**config.mk**
```make
export PLATFORM = sky130hd
export DESIGN_NAME = shift_mult_ctrl
export DESIGN_NICKNAME = d
export VERILOG_FILES = /design/src/rtl/shift_mult_ctrl.sv
export SDC_FILE = /design/constraint.sdc
export NUM_CORES = 1
export LEC_CHECK = 0
export BUFFER_PORTS_ARGS = -buffer_cell sky130_fd_sc_hd__buf_2
export CAP_MARGIN = 30
export CORE_MARGIN = 1
export CORE_UTILIZATION = 60
export CTS_CLUSTER_SIZE = 8
export DETAILED_ROUTE_END_ITERATION = 10
export PLACE_DENSITY = 0.81
export SLEW_MARGIN = 20
export SYNTH_ARGS = -nofsm -noshare
export SYNTH_HDL_FRONTEND = slang
export SYNTH_SLANG_ARGS = --single-unit
```
**constraint.sdc**
```tcl
create_clock -name clock -period 5.05 [get_ports clock]
set_input_delay 1.01 -clock clock [delete_from_list [all_inputs] [get_ports clock]]
set_output_delay 1.01 -clock clock [all_outputs]
set_load 0.005 [all_outputs]
```
**src/rtl/shift_mult_ctrl.sv**
```systemverilog
// -----------------------------------------------------------------------------
// shift_mult_ctrl
//   Sequential shift-and-add multiplier for the multicycle MULT path.
//   Starting at the LSB, the controller takes one multiplier bit per RUN
//   cycle. When that bit is 1 it adds the running multiplicand into a
//   2*WIDTH accumulator. The multiplicand then moves one bit left.
//   The ALU stage stalls while busy is high.
//
// Parameters
//   WIDTH       operand width; product is 2*WIDTH bits
//   EARLY_EXIT  1 = finish once the remaining multiplier bits are all zero
//
// Ports
//   clock         in   1        system clock, rising edge
//   reset_n       in   1        asynchronous active-low reset
//   start         in   1        request, accepted only while ready=1
//   multiplicand  in   WIDTH    operand A (unsigned), sampled on accept
//   multiplier    in   WIDTH    operand B (unsigned), sampled on accept
//   ready         out  1        high in IDLE only
//   busy          out  1        high in RUN and DONE
//   done          out  1        one-cycle pulse, product/overflow valid
//   product       out  2*WIDTH  A*B, held until the next accepted start
//   overflow      out  1        upper half of product is non-zero
// -----------------------------------------------------------------------------
module shift_mult_ctrl #(
  parameter int WIDTH      = 32,
  parameter bit EARLY_EXIT = 1'b0
) (
  input  logic               clock,
  input  logic               reset_n,
  input  logic               start,
  input  logic [WIDTH-1:0]   multiplicand,
  input  logic [WIDTH-1:0]   multiplier,
  output logic               ready,
  output logic               busy,
  output logic               done,
  output logic [2*WIDTH-1:0] product,
  output logic               overflow
);

  localparam int PW    = 2 * WIDTH;
  localparam int CNT_W = (WIDTH > 1) ? $clog2(WIDTH) : 1;
  localparam logic [CNT_W-1:0] CNT_LAST = CNT_W'(WIDTH - 1);

  typedef enum logic [1:0] {
    S_IDLE = 2'd0,
    S_RUN  = 2'd1,
    S_DONE = 2'd2
  } state_e;

  state_e            state_q, state_d;
  logic [PW-1:0]     mc_q, mc_d;
  logic [WIDTH-1:0]  mp_q, mp_d;
  logic [PW-1:0]     acc_q, acc_d;
  logic [CNT_W-1:0]  cnt_q, cnt_d;
  logic [PW-1:0]     product_q, product_d;
  logic              overflow_q, overflow_d;

  // Accumulator value after the current step's conditional add.
  logic [PW-1:0]     acc_step;
  logic              last_step;

  always_comb begin
    acc_step = mp_q[0] ? (acc_q + mc_q) : acc_q;
    // Either all WIDTH bits are consumed, or (early exit) no set bits remain
    // above the one being processed now.
    last_step = (cnt_q == CNT_LAST) ||
                (EARLY_EXIT && ((mp_q >> 1) == '0));
  end

  always_comb begin
    state_d    = state_q;
    mc_d       = mc_q;
    mp_d       = mp_q;
    acc_d      = acc_q;
    cnt_d      = cnt_q;
    product_d  = product_q;
    overflow_d = overflow_q;

    unique case (state_q)
      S_IDLE: begin
        if (start) begin
          mc_d    = {{WIDTH{1'b0}}, multiplicand};
          mp_d    = multiplier;
          acc_d   = '0;
          cnt_d   = '0;
          state_d = S_RUN;
        end
      end
      S_RUN: begin
        acc_d = acc_step;
        mc_d  = {mc_q[PW-2:0], 1'b0};
        mp_d  = mp_q >> 1;
        if (last_step) begin
          // Counter holds on the final step so it never wraps mid-operation.
          // Product/overflow are only written here, so they stay stable in RUN.
          product_d  = acc_step;
          overflow_d = |acc_step[PW-1:WIDTH];
          state_d    = S_DONE;
        end else begin
          cnt_d = cnt_q + 1'b1;
        end
      end
      S_DONE: begin
        state_d = S_IDLE;
      end
      default: begin
        state_d = S_IDLE;
      end
    endcase
  end

  always_ff @(posedge clock or negedge reset_n) begin
    if (!reset_n) begin
      state_q    <= S_IDLE;
      mc_q       <= '0;
      mp_q       <= '0;
      acc_q      <= '0;
      cnt_q      <= '0;
      product_q  <= '0;
      overflow_q <= 1'b0;
    end else begin
      state_q    <= state_d;
      mc_q       <= mc_d;
      mp_q       <= mp_d;
      acc_q      <= acc_d;
      cnt_q      <= cnt_d;
      product_q  <= product_d;
      overflow_q <= overflow_d;
    end
  end

  assign ready    = (state_q == S_IDLE);
  assign busy     = (state_q == S_RUN) || (state_q == S_DONE);
  assign done     = (state_q == S_DONE);
  assign product  = product_q;
  assign overflow = overflow_q;

endmodule

```
==> reports/results.ini, run 1 <==
[timing]
fin_worst_skew_ps=15.7
rsz0062_at_grt=false
fin_crit_sh_pct=92.6
fin_tns_setup_ps=0
finalWorstSetupSlack_ps=372
setup_viol=0
fmax_ghz=0.214
hold_violations=0
period_needed_ps=4680
max_slew_margin_pct=38.7
drv_slew=0
worst_pin_slew_ps=920

[cells_and_area]
final.fill_count=1813
mostFrequentLayoutCell=nand2_1
final_cells=1964
nets=1785
drive_gt1_share_pct=13.3
fin_area_sq_um=15800
multi_input_area_sq_um=7780
ff_latch_area_sq_um=5810
areaGrowthSynthToFinish_pct=12.5
insertedDiodeCount=0
postLayoutCoreUtil_pct=69.5
final_cell_mix=nand2_1 (255), dfrtp_1 (231), o21ai_0 (215)

[critical_path]
crit_path_end_kind=flip-flop
startpoint=mc_q[0]
timing.critical_path.buf_inv=1
crit_end=overflow
crit_type=flip-flop to flip-flop
arrival_ps=5040
reg2reg_slack_ps=370
rr_worst_depth=15
worstPathMaxFanout=4
critPathTopFamily=compound AO/OA/AOI/OAI gates
worstReg2RegEnd=overflow
worstSetupStartpointType=flip-flop
cpPeakStageDelay_ps=550
worstPathRequired_ps=5420
worst_path_max_delay_cell=a31oi_1
crit_cells=15
r2r_start=mc_q[0]
crit_path_cell_trace=ha_1, inv_1, fa_1, nor2b_1, o2111ai_1, a31oi_1, o2111a_1, o31ai_1, mux2_2, nor3_1, o21bai_1, a2111o_1, a2111o_1, nor4_1, a21oi_1
crit_top_cell=a2111o_1

[synth]
avgSynthCellArea_sq_um=9.00
synthArstFlopShare_pct=100
ys.warnings.count=0
syn_area_sq_um=14100
yosysSeqAreaShare_pct=41.3
syn_nets=1698
synth_area_leaders=dfrtp_1 (41%), o21ai_0 (7.7%), mux2i_1 (7.4%), nand2_1 (6.9%), ha_1 (6.1%)
synth-edff-count=0
netlist.area_leader.share_pct=41.3
synthFlopType=dfrtp_1
synthCells=1562
synth_top_cell_by_area=dfrtp_1
ys_types=79
ys_ff_latch=232

[placement]
place_worst_setup_slack_ps=613
dpl.cell_count=1926
routabilityCongestion=0.989
place_area_sq_um=14900
dp_hpwl_mm=28.3
io_buffers=134

[grt]
grt_start_max_net_pins=182
antenna_found_initial=0
grt.total_usage_pct=33.5
global_route.overflow_total=0
grt_pass1_vias=11919
grt_first_pass_wirelength_mm=63.7

[floorplanning]
ios=135
die_h_microns=155
die_x_microns=155
initial_core_util_pct=61.7
core_sq_um=22800
die_area_sq_um=24000
rows=55

[clock_network]
root_buffer=clkbuf_16
clkTransAtPathRegs_ps=50
cts_hold_buf=0
postCtsSetupBuffers=0
post_cts_resized=0
clkSinkCount=232
cts_buffer_depth=3
cts_tree=built
htreeDepth=2
cts_buffers=34
clk_latency_ps=510

[detailed_routing]
drt.antenna.violating_nets=0
dr.pass1.iters=7
avgRoutedWirePerCell_microns=19.9
totalWireLength_mm=39.2
drc_errors=0
vias_per_cell=6.22
vias=12218
drt_iter0_drc=901

[power]
peakVddDrop_mv=0.415
power.density_nw_per_um2=539
total_leakage_power_nw=7.54

[worst_hold_path]
hold_path_class=flip-flop to flip-flop
min_path_cells=2

[job]
drv_cap=0

[run_status]
status=completed

==> through the flow <==
stage	total power (W)	hold WS (ps)
floorplan	0.00545	438
CTS	0.00850	476
finish	0.00852	467
global route	0.00907	486
global placement	0.00634	454
detailed placement	0.00645	464
==> flip-flops by register name, indices dropped and copies added (netlist names) <==
name	flops
mc_q	64
overflow	1
cnt_q	5
state_q	2
acc_q	64
mp_q	32
product	64
==> cells by family (layout without fill, tap and decap cells) <==
logic type	Yosys count	count (layout)	share of synthesized area, %
adders and majority gates	69	69	6.19
xor gates and xnor gates	46	46	2.87
muxes	111	111	7.97
and+or+nand+nor	472	472	15.1
buffers and inverters	122	211	3.57
AOI/OAI and AO/OA	510	510	23.0
DFF	232	232	41.3
==> report_power, final <==
part	switching, W	internal [W]
clock network	0.000786	0.00122
logic	0.00250	0.00137
registers	0.000343	0.00230
total	0.00363	0.00489
==> Yosys cell counts, drive strengths merged (17+ instances only) <==
master,n
nand2,257
dfrtp,232
o21ai,219
mux2i,104
a21oi,96
clkbuf,85
nor2,73
ha,68
a22o,58
nand4,36
xnor2,30
nor3,27
a21o,22
inv,22
o21a,17
==> tightest hold or removal path: stages (launching register included) <==
cell     delay, ps
dfrtp_1        330
nand2_1         40
o21ai_0         50
==> worst min path at each step <==
stage | start | to | slack [ps]
2_1_floorplan | mp_q[31] | mp_q[31] | 440
3_3_place_gp | mp_q[31] | mp_q[31] | 450
3_5_place_dp | product[60] | product[60] | 460
4_1_cts | product[6] | product[6] | 480
5_1_grt | product[53] | product[53] | 490
6_report | product[52] | product[52] | 470
==> metal layers <==
layer / share of wire, % / track usage, % / vias up
li1: - / - / 5842
met1: 46 / 47.2 / 5902
met2: 46 / 54.0 / 400
met3: 6.0 / 4.48 / 74
met4: 2.4 / 10.2 / 0
met5: 0 / 0 / -
==> cell type report <==
class / instances / area share, %
multi-input combinational: 1208 / 49.2
sequential: 232 / 36.7
clock buffer: 36 / 5.56
timing repair buffer: 150 / 5.30
tap: 313 / 2.48
inverter: 23 / 0.546
clock inverter: 2 / 0.206
Power figures use the tool's default switching activity.
==> inputs of run 2 (changes only) <==
Settings changed: ABC_AREA set to 1, PLACE_DENSITY 0.81 to 0.8, RECOVER_POWER set to 100.
==> run 2 against run 1 <==
Net effect:
- the run now ends with max-capacitance violations, max-slew violations left
- synthesized cell count increased by 53%
- clock skew decreased by 2.4 ps
- core utilization decreased by 1.9 points
- sequential power increased by 3%
- area after synthesis increased by 13%
- final cell count increased by 44%
- die area increased by 13%
- global-route usage increased by 2.8 points
==> reports/results.ini, run 2 <==
[run_status]
status=complete, but fails checks
failed_checks=max-capacitance violations, max-slew violations

[detailed_routing]
drt_iter0_drc=1458  ; +62%
vias_per_cell=5.50  ; -12%
dr.pass1.iters=6  ; -1
avgRoutedWirePerCell_microns=17.1  ; -14%
vias=15612  ; +28%
drc_errors=0  ; unchanged
totalWireLength_mm=48.6  ; +24%
drt.antenna.violating_nets=0  ; unchanged

[critical_path]
worstSetupStartpointType=flip-flop
reg2reg_slack_ps=1190  ; +820 ps
crit_path_end_kind=flip-flop
crit_top_cell=inv_1
cpPeakStageDelay_ps=580  ; +30 ps
worstPathMaxFanout=73  ; +69
r2r_start=state_q[1]
crit_type=flip-flop to flip-flop
worstPathRequired_ps=5440  ; +20 ps
worstReg2RegEnd=cnt_q[3]
arrival_ps=4250  ; -790 ps
crit_path_cell_trace=inv_1, ha_1, inv_1, nor2_1, clkinv_1, nand2_4, inv_1, nor2_1, inv_1, nor2_1, nand3_1, o21ai_0, a21oi_1
startpoint=state_q[1]
rr_worst_depth=13  ; -2
worst_path_max_delay_cell=nand2_4

[synth]
synthArstFlopShare_pct=100  ; unchanged
synthFlopType=dfrtp_1
ys.warnings.count=0  ; unchanged
synthCells=2386  ; +53%
ys_ff_latch=232  ; unchanged
syn_nets=2522  ; +49%
yosysMostFrequentCell=nand2_1
netlist_top_cells_count=nand2_1 (874), inv_1 (418), dfrtp_1 (232)
syn_area_sq_um=15800  ; +13%
synth_top_cell_by_area=dfrtp_1
synth-edff-count=0  ; unchanged
synth_area_leaders=dfrtp_1 (37%), nand2_1 (21%), inv_1 (9.9%), ha_1 (5.4%), o21ai_0 (3.9%)
ys_types=41  ; -48%
yosysSeqAreaShare_pct=36.6  ; -4.7 points
avgSynthCellArea_sq_um=6.64  ; -26%
netlist.area_leader.share_pct=36.6  ; -4.7 points

[clock_network]
htreeDepth=2  ; unchanged
post_cts_resized=0  ; unchanged
clkTransAtPathRegs_ps=50  ; about the same
cts_buffers=35  ; +2.9%
root_buffer=clkbuf_16
clk_latency_ps=520  ; about the same
cts_hold_buf=0  ; unchanged
cts_buffer_depth=3  ; unchanged
clkSinkCount=232  ; unchanged
cts_tree=built
postCtsSetupBuffers=0  ; unchanged

[floorplanning]
initial_core_util_pct=61.0  ; -0.75 points
die_area_sq_um=27100  ; +13%
die_h_microns=164  ; +6.1%
rows=59  ; +7.3%
core_sq_um=26000  ; +14%
ios=135  ; unchanged
die_x_microns=164  ; +6.1%

[timing]
fin_worst_skew_ps=13.3  ; -2.40 ps
drv_slew=106  ; +106
rsz0062_at_grt=false
max_slew_margin_pct=-81.5  ; -120 points
period_needed_ps=3860  ; -816 ps
fin_crit_sh_pct=76.5  ; -16 points
setup_viol=0  ; unchanged
fmax_ghz=0.259  ; +21%
hold_violations=0  ; unchanged
fin_tns_setup_ps=0  ; unchanged
worst_pin_slew_ps=2720  ; +1800 ps

[placement]
routabilityCongestion=0.982  ; -0.75%
io_buffers=134  ; unchanged
dp_hpwl_mm=36.5  ; +29%

[worst_hold_path]
min_path_cells=2  ; unchanged
hold_path_class=flip-flop to flip-flop
hold_path.startpoint=product[22]
holdPathEnd=product[22]

[power]
peakVddDrop_mv=0.689  ; +66%
total_leakage_power_nw=9.52  ; +26%
power.density_nw_per_um2=621  ; +15%

[grt]
antenna_found_initial=4  ; +4
grt.total_usage_pct=36.3  ; +2.8 points
grt_start_max_net_pins=126  ; -31%
global_route.overflow_total=0  ; unchanged
grt_first_pass_wirelength_mm=75.7  ; +19%
grt_pass1_vias=14412  ; +21%

[cells_and_area]
areaGrowthSynthToFinish_pct=10.7
nets=2631  ; +47%
multi_input_area_sq_um=8000  ; +2.8%
mostFrequentLayoutCell=nand2_1
ff_latch_area_sq_um=5810  ; about the same
postLayoutCoreUtil_pct=67.5  ; -1.9 points
final.fill_count=2362  ; +30%
drive_gt1_share_pct=8.69  ; -4.6 points
final_cell_mix=nand2_1 (881), inv_1 (419), dfrtp_1 (232)

[job]
drv_cap=1  ; +1

-- run 2: area by class of cell --
cell class | count | area share [%]
Multi-Input combinational cell | 1646 | 45.6
Sequential cell | 232 | 33.1
Inverter | 434 | 9.29
Clock buffer | 35 | 4.99
Timing Repair Buffer | 146 | 4.33
Tap cell | 335 | 2.39
Clock inverter | 4 | 0.235
Antenna cell | 4 | 0.0571
-- run 2: cell families (layout without fill, tap and decap cells) --
logic type | Yosys count | count (layout) | share of synthesized area [%]
buf+inv | 508 | 619 | 12.2
compound gates | 334 | 334 | 12.0
other cells | 0 | 4 | 0
xor+xnor | 29 | 29 | 1.60
fa+ha+maj | 69 | 69 | 5.50
simple gates | 1214 | 1214 | 32.0
flops | 232 | 232 | 36.6
-- run 2: power by group --
| part | internal (W) | switching (W) | total (W) |
|---|---|---|---|
| Sequential | 0.00237 | 0.000353 | 0.00273 |
| Clock | 0.00123 | 0.000834 | 0.00206 |
| Combinational | 0.00181 | 0.00430 | 0.00610 |
| Total | 0.00541 | 0.00548 | 0.0109 |
-- run 2: how the worst max path moves through the flow --
| stage | slack [ps] | end | depth (start not counted) |
|---|---|---|---|
| after floorplan | 2790 | overflow | 21 |
| after global placement | 1930 | cnt_q[3] | 12 |
| after detailed placement | 1810 | cnt_q[3] | 13 |
| after CTS | 1730 | cnt_q[3] | 13 |
| after global routing | 910 | acc_q[46] | 2 |
| final | 1190 | cnt_q[3] | 13 |
-- run 2: worst max-delay path, delay by kind of cell, from the launching register on --
kind | cells | cell delay, ps
AO/OA/AOI/OAI | 2 | 270
adder cells (fa/ha/maj) | 1 | 170
buffers and inverters | 5 | 1270
flip-flops | 1 | 400
AND/OR/NAND/NOR | 5 | 1620
-- run 2: metrics by stage --
step	worst slack, ps	total power (W)	hold WS (ps)	cells	cell area, sq um
2_1_floorplan	2790	0.00699	446	2386	15800
3_3_place_gp	1930	0.00851	460	2790	16700
3_5_place_dp	1810	0.00867	467	2790	16700
4_1_cts	1730	0.0108	479	2829	17600
5_1_grt	907	0.0117	505	2832	17500
6_report	1190	0.0109	473	2836	17500
-- run 2: routing by layer --
layer / track usage (%) / share of wire [%] / vias up / wire [microns]
met5: 2.84 / 0.23 / - / 110
met4: 9.01 / 2.5 / 4 / 1220
met3: 8.51 / 10 / 102 / 5070
met2: 55.4 / 43 / 673 / 20900
met1: 51.7 / 44 / 7182 / 21300
li1: - / - / 7651 / -
